===== config.mk =====
export PLATFORM = sky130hd
export DESIGN_NAME = fma_arbiter
export DESIGN_NICKNAME = d
export VERILOG_FILES = /design/src/rtl/fma_arbiter.sv
export SDC_FILE = /design/constraint.sdc
export NUM_CORES = 1
export LEC_CHECK = 0
export CAP_MARGIN = 20
export CORE_AREA = 2 2 181 183
export CTS_BUF_LIST = sky130_fd_sc_hd__clkbuf_16
export CTS_CLUSTER_SIZE = 24
export DETAILED_ROUTE_END_ITERATION = 8
export DIE_AREA = 0 0 183 185
export HOLD_SLACK_MARGIN = 0.05
export SLEW_MARGIN = 40
export SYNTH_ARGS = -nofsm -noshare
export SYNTH_HDL_FRONTEND = slang
export SYNTH_SLANG_ARGS = --single-unit

===== constraint.sdc =====
create_clock -name clk -period 2.9 [get_ports clk]
set_input_delay 0.435 -clock clk [delete_from_list [all_inputs] [get_ports clk]]
set_output_delay 0.435 -clock clk [all_outputs]
set_load 0.03 [all_outputs]

===== src/rtl/fma_arbiter.sv =====
`default_nettype none
// ============================================================================
// Module      : fma_arbiter
// Description : Round-robin arbiter sharing one fused multiply-add unit
//               between two requesters. Optional WAIT watchdog enabled by
//               defining FMA_ARB_TIMEOUT_EN.
// Revision    : 1.0 - initial release
// ============================================================================
module fma_arbiter #(
    parameter int W       = 32,
    parameter int TIMEOUT = 64
) (
    input  logic           clk,
    input  logic           rst_n,
    input  logic           req0_valid,
    output logic           req0_ready,
    input  logic           req0_op,
    input  logic [4*W-1:0] req0_opnds,
    input  logic           req1_valid,
    output logic           req1_ready,
    input  logic           req1_op,
    input  logic [4*W-1:0] req1_opnds,
    output logic           fma_start,
    output logic           fma_op,
    output logic [4*W-1:0] fma_opnds,
    input  logic           fma_done,
    input  logic [W-1:0]   fma_result,
    output logic           rsp_valid,
    input  logic           rsp_ready,
    output logic           rsp_id,
    output logic [W-1:0]   rsp_data,
    output logic           rsp_err
);

    typedef enum logic [1:0] {
        S_IDLE  = 2'd0,
        S_ISSUE = 2'd1,
        S_WAIT  = 2'd2,
        S_RESP  = 2'd3
    } state_t;

    state_t         r_state;
    logic           r_ptr;
    logic           r_live;
    logic           r_op;
    logic           r_id;
    logic [4*W-1:0] r_opnds;
    logic [W-1:0]   r_data;

    logic w_idle;
    logic w_gnt0;
    logic w_gnt1;
    logic w_hs;

    // r_live keeps both readys low for the first cycle after reset release
    assign w_idle     = (r_state == S_IDLE) && r_live && rst_n;
    assign w_gnt0     = req0_valid && (!req1_valid || !r_ptr);
    assign w_gnt1     = req1_valid && (!req0_valid ||  r_ptr);
    assign req0_ready = w_idle && w_gnt0;
    assign req1_ready = w_idle && w_gnt1;
    assign w_hs       = req0_ready || req1_ready;

`ifdef FMA_ARB_TIMEOUT_EN
    localparam int                 c_cnt_w    = $clog2(TIMEOUT + 1);
    localparam logic [c_cnt_w-1:0] c_cnt_last = c_cnt_w'(TIMEOUT - 1);

    logic [c_cnt_w-1:0] r_cnt;
    logic               r_err;
    logic               w_expire;

    assign w_expire = (r_cnt == c_cnt_last);
    assign rsp_err  = r_err;
`else
    logic w_unused_timeout;

    assign w_unused_timeout = |TIMEOUT;
    assign rsp_err          = 1'b0;
`endif

    always_ff @(posedge clk) begin
        if (!rst_n) begin
            r_state <= S_IDLE;
            r_ptr   <= 1'b0;
            r_live  <= 1'b0;
            r_op    <= 1'b0;
            r_id    <= 1'b0;
            r_opnds <= '0;
            r_data  <= '0;
`ifdef FMA_ARB_TIMEOUT_EN
            r_cnt   <= '0;
            r_err   <= 1'b0;
`endif
        end else begin
            r_live <= 1'b1;
            case (r_state)
                S_IDLE: begin
                    if (w_hs) begin
                        r_op    <= req1_ready ? req1_op    : req0_op;
                        r_opnds <= req1_ready ? req1_opnds : req0_opnds;
                        r_id    <= req1_ready;
                        r_ptr   <= !req1_ready;
                        r_state <= S_ISSUE;
                    end
                end
                S_ISSUE: begin
`ifdef FMA_ARB_TIMEOUT_EN
                    r_cnt   <= '0;
`endif
                    r_state <= S_WAIT;
                end
                S_WAIT: begin
                    // a completion in the expiry cycle takes precedence
                    if (fma_done) begin
                        r_data  <= fma_result;
`ifdef FMA_ARB_TIMEOUT_EN
                        r_err   <= 1'b0;
`endif
                        r_state <= S_RESP;
                    end
`ifdef FMA_ARB_TIMEOUT_EN
                    else if (w_expire) begin
                        r_data  <= '0;
                        r_err   <= 1'b1;
                        r_state <= S_RESP;
                    end else begin
                        r_cnt <= r_cnt + 1'b1;
                    end
`endif
                end
                S_RESP: begin
                    if (rsp_ready) begin
                        r_state <= S_IDLE;
                    end
                end
                default: r_state <= S_IDLE;
            endcase
        end
    end

    assign fma_start = (r_state == S_ISSUE);
    assign rsp_valid = (r_state == S_RESP);
    assign fma_op    = (r_state != S_IDLE) && r_op;
    assign fma_opnds = (r_state == S_IDLE) ? '0 : r_opnds;
    assign rsp_id    = r_id;
    assign rsp_data  = r_data;

endmodule
`default_nettype wire


==> flow_metrics.env, run 1 <==
export IMPL_drt_wl_total_um=30400
export IMPL_clock_sinks=166
export IMPL_slew_violations=0
export IMPL_layout_common_cells="452 x clkdlybuf4s50_1, 166 x dfxtp_1, 135 x inv_1"
export IMPL_pre_cts_slack_ns=0.521
export IMPL_dr_wl_met2_um=14600
export IMPL_routed_wl_met3_um=2190
export IMPL_syn_area_per_cell_um2=8.50
export IMPL_async_reset_ff_share_pct=0
export IMPL_fin_util_pct=41.6
export IMPL_synth_edf_count=0
export IMPL_postPlaceCellArea_um2=12600
export IMPL_die_y_um=185
export IMPL_worst_path_max_fanout=47
export IMPL_track_usage_pct=17.3
export IMPL_ant_nets=0
export IMPL_h_tree_depth=4
export IMPL_swShare_pct=34.0
export IMPL_start_util_pct=23.7
export IMPL_seq_area_um2=3320
export IMPL_yosysTopAreaCellShare_pct=43.7
export IMPL_port_buffer_count=461
export IMPL_p_seq_share_pct=33.9
export IMPL_areaGrowthSynthToFinish_pct=75.5
export IMPL_cts_tree="built"
export IMPL_comb_power_share_pct=35.6
export IMPL_maxCapViolations=0
export IMPL_multi_input_area_um2=3470
export IMPL_max_freq_mhz=358
export IMPL_syn_area_um2=7600
export IMPL_cts_made_buffers=17
export IMPL_vdd_drop_max_mv=0.449
export IMPL_dpl_hpwl_um=21400
export IMPL_cts_clk_slew_worst_paths_ns=0.06
export IMPL_route_vias_total=7956
export IMPL_first_global_vias=7890
export IMPL_stdcell_count=1731
export IMPL_p_per_area_nw_per_um2=644
export IMPL_grt_max_degree=68
export IMPL_synth_fp_nets=1194
export IMPL_boundaryPins=463
export IMPL_path_class="reg -> out"
export IMPL_synth_cells=894
export IMPL_finalHoldViolCount=0
export IMPL_rrSetupSlack_ns=0.61
export IMPL_drc=0
export IMPL_endpoint_kind="output port"
export IMPL_critPathArrivalTime_ns=2.36
export IMPL_timing_final_ws_setup_ns=0.105
export IMPL_wire_per_inst_um=17.6
export IMPL_skew_ns=0.0168
export IMPL_top_signal_layer_used="met5"
export IMPL_p_clk_share_pct=30.5
export IMPL_synth_seq_cells=166
export IMPL_yosysWarnings=0
export IMPL_p_leak_nw=5.25
export IMPL_via_per_inst=4.60
export IMPL_n_fill_cell=3139
export IMPL_antenna_found_initial=2
export IMPL_dp_cells=1697
export IMPL_die_w_um=183
export IMPL_place_gp_congestion=0.786
export IMPL_critical_path_required_ns=2.47
export IMPL_num_rows=66
export IMPL_die_area_um2=33900
export IMPL_status="completed"
export IMPL_holdBufCountCts=0
export IMPL_drtIter0Drc=334
export IMPL_cts_root_buf="clkbuf_16"
export IMPL_p_switching_mw=2.92
export IMPL_drive_above_1_share_pct=4.08
export IMPL_min_path_type="reg -> reg"
export IMPL_grt_ovfl_total=0
export IMPL_wl_met1_um=12700
export IMPL_final_nets=1610
export IMPL_power_internal_mw=5.66
export IMPL_yosysUniqueCellTypes=25
export IMPL_final_area_um2=13300
export IMPL_tightestPinTransition_ns=0.682
export IMPL_rsz0062_at_grt="false"
export IMPL_finalPower_mw=8.58
export IMPL_period_needed_ns=2.80
export IMPL_fin_hold_ws_ns=0.461
export IMPL_final_period_utilization_pct=96.4
export IMPL_ys_top_cells_by_area="dfxtp_1 44%, a221o_1 17%, nor2b_1 11%"
export IMPL_synthFlopType="dfxtp_1"
export IMPL_grt_pass1_wl_um=45500
export IMPL_synth_seq_area_share_pct=43.7
export IMPL_tns_ns=0
export IMPL_setup_viol=0
export IMPL_max_slew_margin_pct=54.5
export IMPL_yosysTopAreaCell="dfxtp_1"
export IMPL_design_core_area_um2=32000
export IMPL_start_kind="register"
export IMPL_insertion_delay_ns=0.44
export IMPL_clockBufferDepth=2
export IMPL_drt_pass1_iterations=5
export IMPL_layout_commonest_cell="clkdlybuf4s50_1"
==> Yosys cell counts, types with 2 or more instances <==
library cell,instances
ha_1,4
dfxtp_1,166
nor2_1,3
inv_1,133
o21a_1,2
buf_2,16
nor3_1,129
nor2b_1,131
nand2_1,69
a221o_1,130
buf_4,3
a21boi_0,32
clkbuf_1,56
buf_1,8
a31oi_1,2
==> flip-flops by register name, indices dropped and copies added, names as in the netlist <==
register and flops:
r_live 1, r_state 2, r_op 1, r_opnds 128, rsp_id 1, r_ptr 1
rsp_data 32
==> worst paths after layout <==
| kind | start | endpoint | cells after the start |
|---|---|---|---|
| hold reg to reg | rsp_data[20]$_SDFFE_PN0P_ | rsp_data[20]$_SDFFE_PN0P_ | 2 |
| hold / removal | rsp_data[20]$_SDFFE_PN0P_ | rsp_data[20]$_SDFFE_PN0P_ | 2 |
| setup / recovery | r_state[1]$_SDFFE_PN0P_ | fma_opnds[43] | 6 |
| setup reg to reg | r_state[1]$_SDFFE_PN0P_ | r_opnds[50]$_SDFFE_PN0P_ | 8 |
==> power by group through the flow <==
stage	Sequential, mW	Clock, mW	Combinational [mW]
6_report	2.91	2.62	3.06
5_1_grt	2.95	2.79	3.29
4_1_cts	2.90	2.71	3.09
3_5_place_dp	2.94	0	3.07
3_3_place_gp	2.96	0	3.04
2_1_floorplan	2.92	0	1.64
==> layer usage <==
layer  vias to the layer above  track usage (%)
li1                       3905                -
met1                      3673             20.7
met2                       329             29.3
met3                        45             5.13
met4                         4             6.24
met5                         -                0
==> critical path: stages (launching register included) <==
cell,delay [ns]
dfxtp_1,0.38
inv_1,0.11
ha_4,0.21
buf_12,0.18
buf_4,0.21
nor2b_1,0.13
clkdlybuf4s50_1,0.68
==> layout make-up <==
| class | instances | share of cell area (%) |
|---|---|---|
| Timing Repair Buffer | 480 | 36.5 |
| Multi-Input combinational cell | 512 | 26.0 |
| Sequential cell | 166 | 24.9 |
| Tap cell | 408 | 3.83 |
| Inverter | 133 | 3.74 |
| Clock buffer | 17 | 3.19 |
| Clock inverter | 14 | 1.75 |
| Antenna cell | 1 | 0.0188 |
==> logic make-up (layout without fill, tap and decap cells) <==
logic type / count (synthesis) / in the layout / share of synthesized area [%]
AND/OR/NAND/NOR: 335 / 335 / 23.2
adder cells (fa/ha/maj): 4 / 4 / 0.659
other: 1 / 2 / 0.0494
AO/OA/AOI/OAI: 171 / 171 / 21.1
flip-flops: 166 / 166 / 43.7
buffers and inverters: 216 / 644 / 11.1
multiplexers: 1 / 1 / 0.132
==> timing repair <==
action                                  CTS  global route
endpoints found under the hold margin     0             0
gates resized for setup                   0             7
buffers inserted                          0             2
endpoints found under the setup margin    0            13
Power figures use the tool's default switching activity.
==> inputs of run 2 (changes only) <==
Settings changed: SKIP_CTS_REPAIR_TIMING set to 1, TNS_END_PERCENT set to 1.
==> run 2 against run 1 <==
- count of clock-buffer cells in the layout is the same
- fmax down 1.0%
- wire length rose by 0.29%
- via count is 0.31% higher
- first-iteration DRC count shrank 0.30%
- die area stayed put
- critical path depth is the same
- power fell by 0.26%
- combinational power about the same
- critical endpoint is now fma_opnds[33]
==> flow_metrics.env, run 2 (same netlist as run 1, synthesis figures left out) <==
export IMPL_cp_depth=6
export IMPL_endpoint_kind="output port"
export IMPL_grt_ovfl_total=0
export IMPL_postPlaceCellArea_um2=12600
export IMPL_layout_commonest_cell="clkdlybuf4s50_1"
export IMPL_r2r_cells=7
export IMPL_worst_path_max_fanout=47
export IMPL_drt_wl_total_um=30500
export IMPL_finalPower_mw=8.56
export IMPL_p_per_area_nw_per_um2=642
export IMPL_cts_clk_slew_worst_paths_ns=0.06
export IMPL_dpl_hpwl_um=21400
export IMPL_min_path_type="reg -> reg"
export IMPL_final_period_utilization_pct=97.4
export IMPL_cts_made_buffers=17
export IMPL_worst_path_buf_inv=4
export IMPL_crit_chain="inv_1 > ha_4 > buf_12 > buf_4 > nor2b_1 > clkdlybuf4s50_1"
export IMPL_route_vias_total=7981
export IMPL_die_w_um=183
export IMPL_maxCapViolations=0
export IMPL_clock_sinks=166
export IMPL_tightestPinTransition_ns=0.686
export IMPL_crit_reg2reg_launch="r_state[1]$_SDFFE_PN0P_"
export IMPL_insertion_delay_ns=0.44
export IMPL_r2r_end="r_opnds[50]$_SDFFE_PN0P_"
export IMPL_hp_start="rsp_data[20]$_SDFFE_PN0P_"
export IMPL_critical_path_required_ns=2.47
export IMPL_setup_viol=0
export IMPL_start_kind="register"
export IMPL_drive_above_1_share_pct=3.94
export IMPL_via_per_inst=4.62
export IMPL_status="completed"
export IMPL_path_class="reg -> out"
export IMPL_drtIter0Drc=333
export IMPL_h_tree_depth=4
export IMPL_finalHoldViolCount=0
export IMPL_rrSetupSlack_ns=0.69
export IMPL_fin_util_pct=41.6
export IMPL_slowest_delay_ns=0.67
export IMPL_layout_common_cells="449 x clkdlybuf4s50_1, 166 x dfxtp_1, 135 x inv_1"
export IMPL_place_gp_congestion=0.786
export IMPL_final_nets=1608
export IMPL_crit_family="buffers and inverters"
export IMPL_start_util_pct=23.7
export IMPL_num_rows=66
export IMPL_cts_tree="built"
export IMPL_grt_max_degree=68
export IMPL_critPathArrivalTime_ns=2.39
export IMPL_areaGrowthSynthToFinish_pct=75.4
export IMPL_drc=0
export IMPL_drt_pass1_iterations=5
export IMPL_slew_violations=0
export IMPL_min_to="rsp_data[20]$_SDFFE_PN0P_"
export IMPL_wire_per_inst_um=17.6
export IMPL_vdd_drop_max_mv=0.449
export IMPL_antenna_found_initial=2
export IMPL_final_area_um2=13300
export IMPL_first_global_vias=7890
export IMPL_die_y_um=185
export IMPL_max_slew_margin_pct=54.3
export IMPL_stdcell_count=1729
export IMPL_dp_cells=1697
export IMPL_ant_nets=0
export IMPL_cts_root_buf="clkbuf_16"
export IMPL_pre_cts_slack_ns=0.521
export IMPL_hold_depth=2
export IMPL_die_area_um2=33900
export IMPL_top_register="r_opnds"
export IMPL_design_core_area_um2=32000
export IMPL_largest_reg_flops=128
export IMPL_clockBufferDepth=2
export IMPL_skew_ns=0.0137
export IMPL_p_leak_nw=5.29
export IMPL_slowest_stage="clkdlybuf4s50_1"
export IMPL_track_usage_pct=17.3
export IMPL_boundaryPins=463
export IMPL_timing_final_ws_setup_ns=0.0762
export IMPL_max_freq_mhz=354
export IMPL_period_needed_ns=2.82
export IMPL_grt_pass1_wl_um=45500
export IMPL_port_buffer_count=461
export IMPL_rsz0062_at_grt="true"
-- run 2: cell count changes in the layout (fill, tap and decap cells not counted) --
cell and delta:
clkdlybuf4s50_1 -3, dlymetal6s2s_1 +3, buf_4 -2
-- run 2: per-layer routing --
| metal | vias to the layer above | track usage, % | part of all wire (%) |
|---|---|---|---|
| li1 | 3900 | - | - |
| met4 | 4 | 6.24 | 2.6 |
| met2 | 323 | 29.3 | 48 |
| met1 | 3707 | 20.7 | 42 |
| met5 | - | 0 | 0.33 |
| met3 | 47 | 5.13 | 7.0 |
-- run 2: area by class of cell --
type / instances / area [µm²]
Fill cell: 3140 / 18700
Tap cell: 408 / 510
Multi-Input combinational cell: 512 / 3470
Clock inverter: 14 / 234
Inverter: 133 / 499
Clock buffer: 17 / 425
Sequential cell: 166 / 3320
Timing Repair Buffer: 478 / 4860
Antenna cell: 1 / 2.50
-- run 2: worst max-delay path by stage --
stage / start / endpoint / slack, ns
global route: r_state[0]$_SDFFE_PN0P_ / fma_opnds[33] / -0.02
CTS: r_state[1]$_SDFFE_PN0P_ / fma_opnds[43] / 0.03
finish: r_state[1]$_SDFFE_PN0P_ / fma_opnds[33] / 0.08
detailed placement: r_state[1]$_SDFFE_PN0P_ / fma_opnds[49] / 0.52
floorplan: r_state[0]$_SDFFE_PN0P_ / fma_opnds[100] / 0.88
global placement: r_state[1]$_SDFFE_PN0P_ / fma_opnds[61] / 0.56
-- run 2: report_power, final --
part / internal (mW) / switching, mW / leakage [nW] / total [mW]
sequential: 2.67 / 0.241 / 1.36 / 2.91
combinational: 1.37 / 1.67 / 3.61 / 3.04
clock: 1.61 / 1.01 / 0.324 / 2.61
total: 5.64 / 2.92 / 5.29 / 8.56
-- run 2: worst min-delay path: stages, from the launching register on --
cell and delay [ns]:
dfxtp_1 0.31, nand2_1 0.04, a21boi_0 0.06
-- run 2: per-stage QoR --
step	TNS, ns	hold slack, ns
after global placement	0	0.450
after detailed placement	0	0.456
after floorplan	0	0.447
after global routing	-0.0172	0.484
final	0	0.461
after CTS	0	0.466
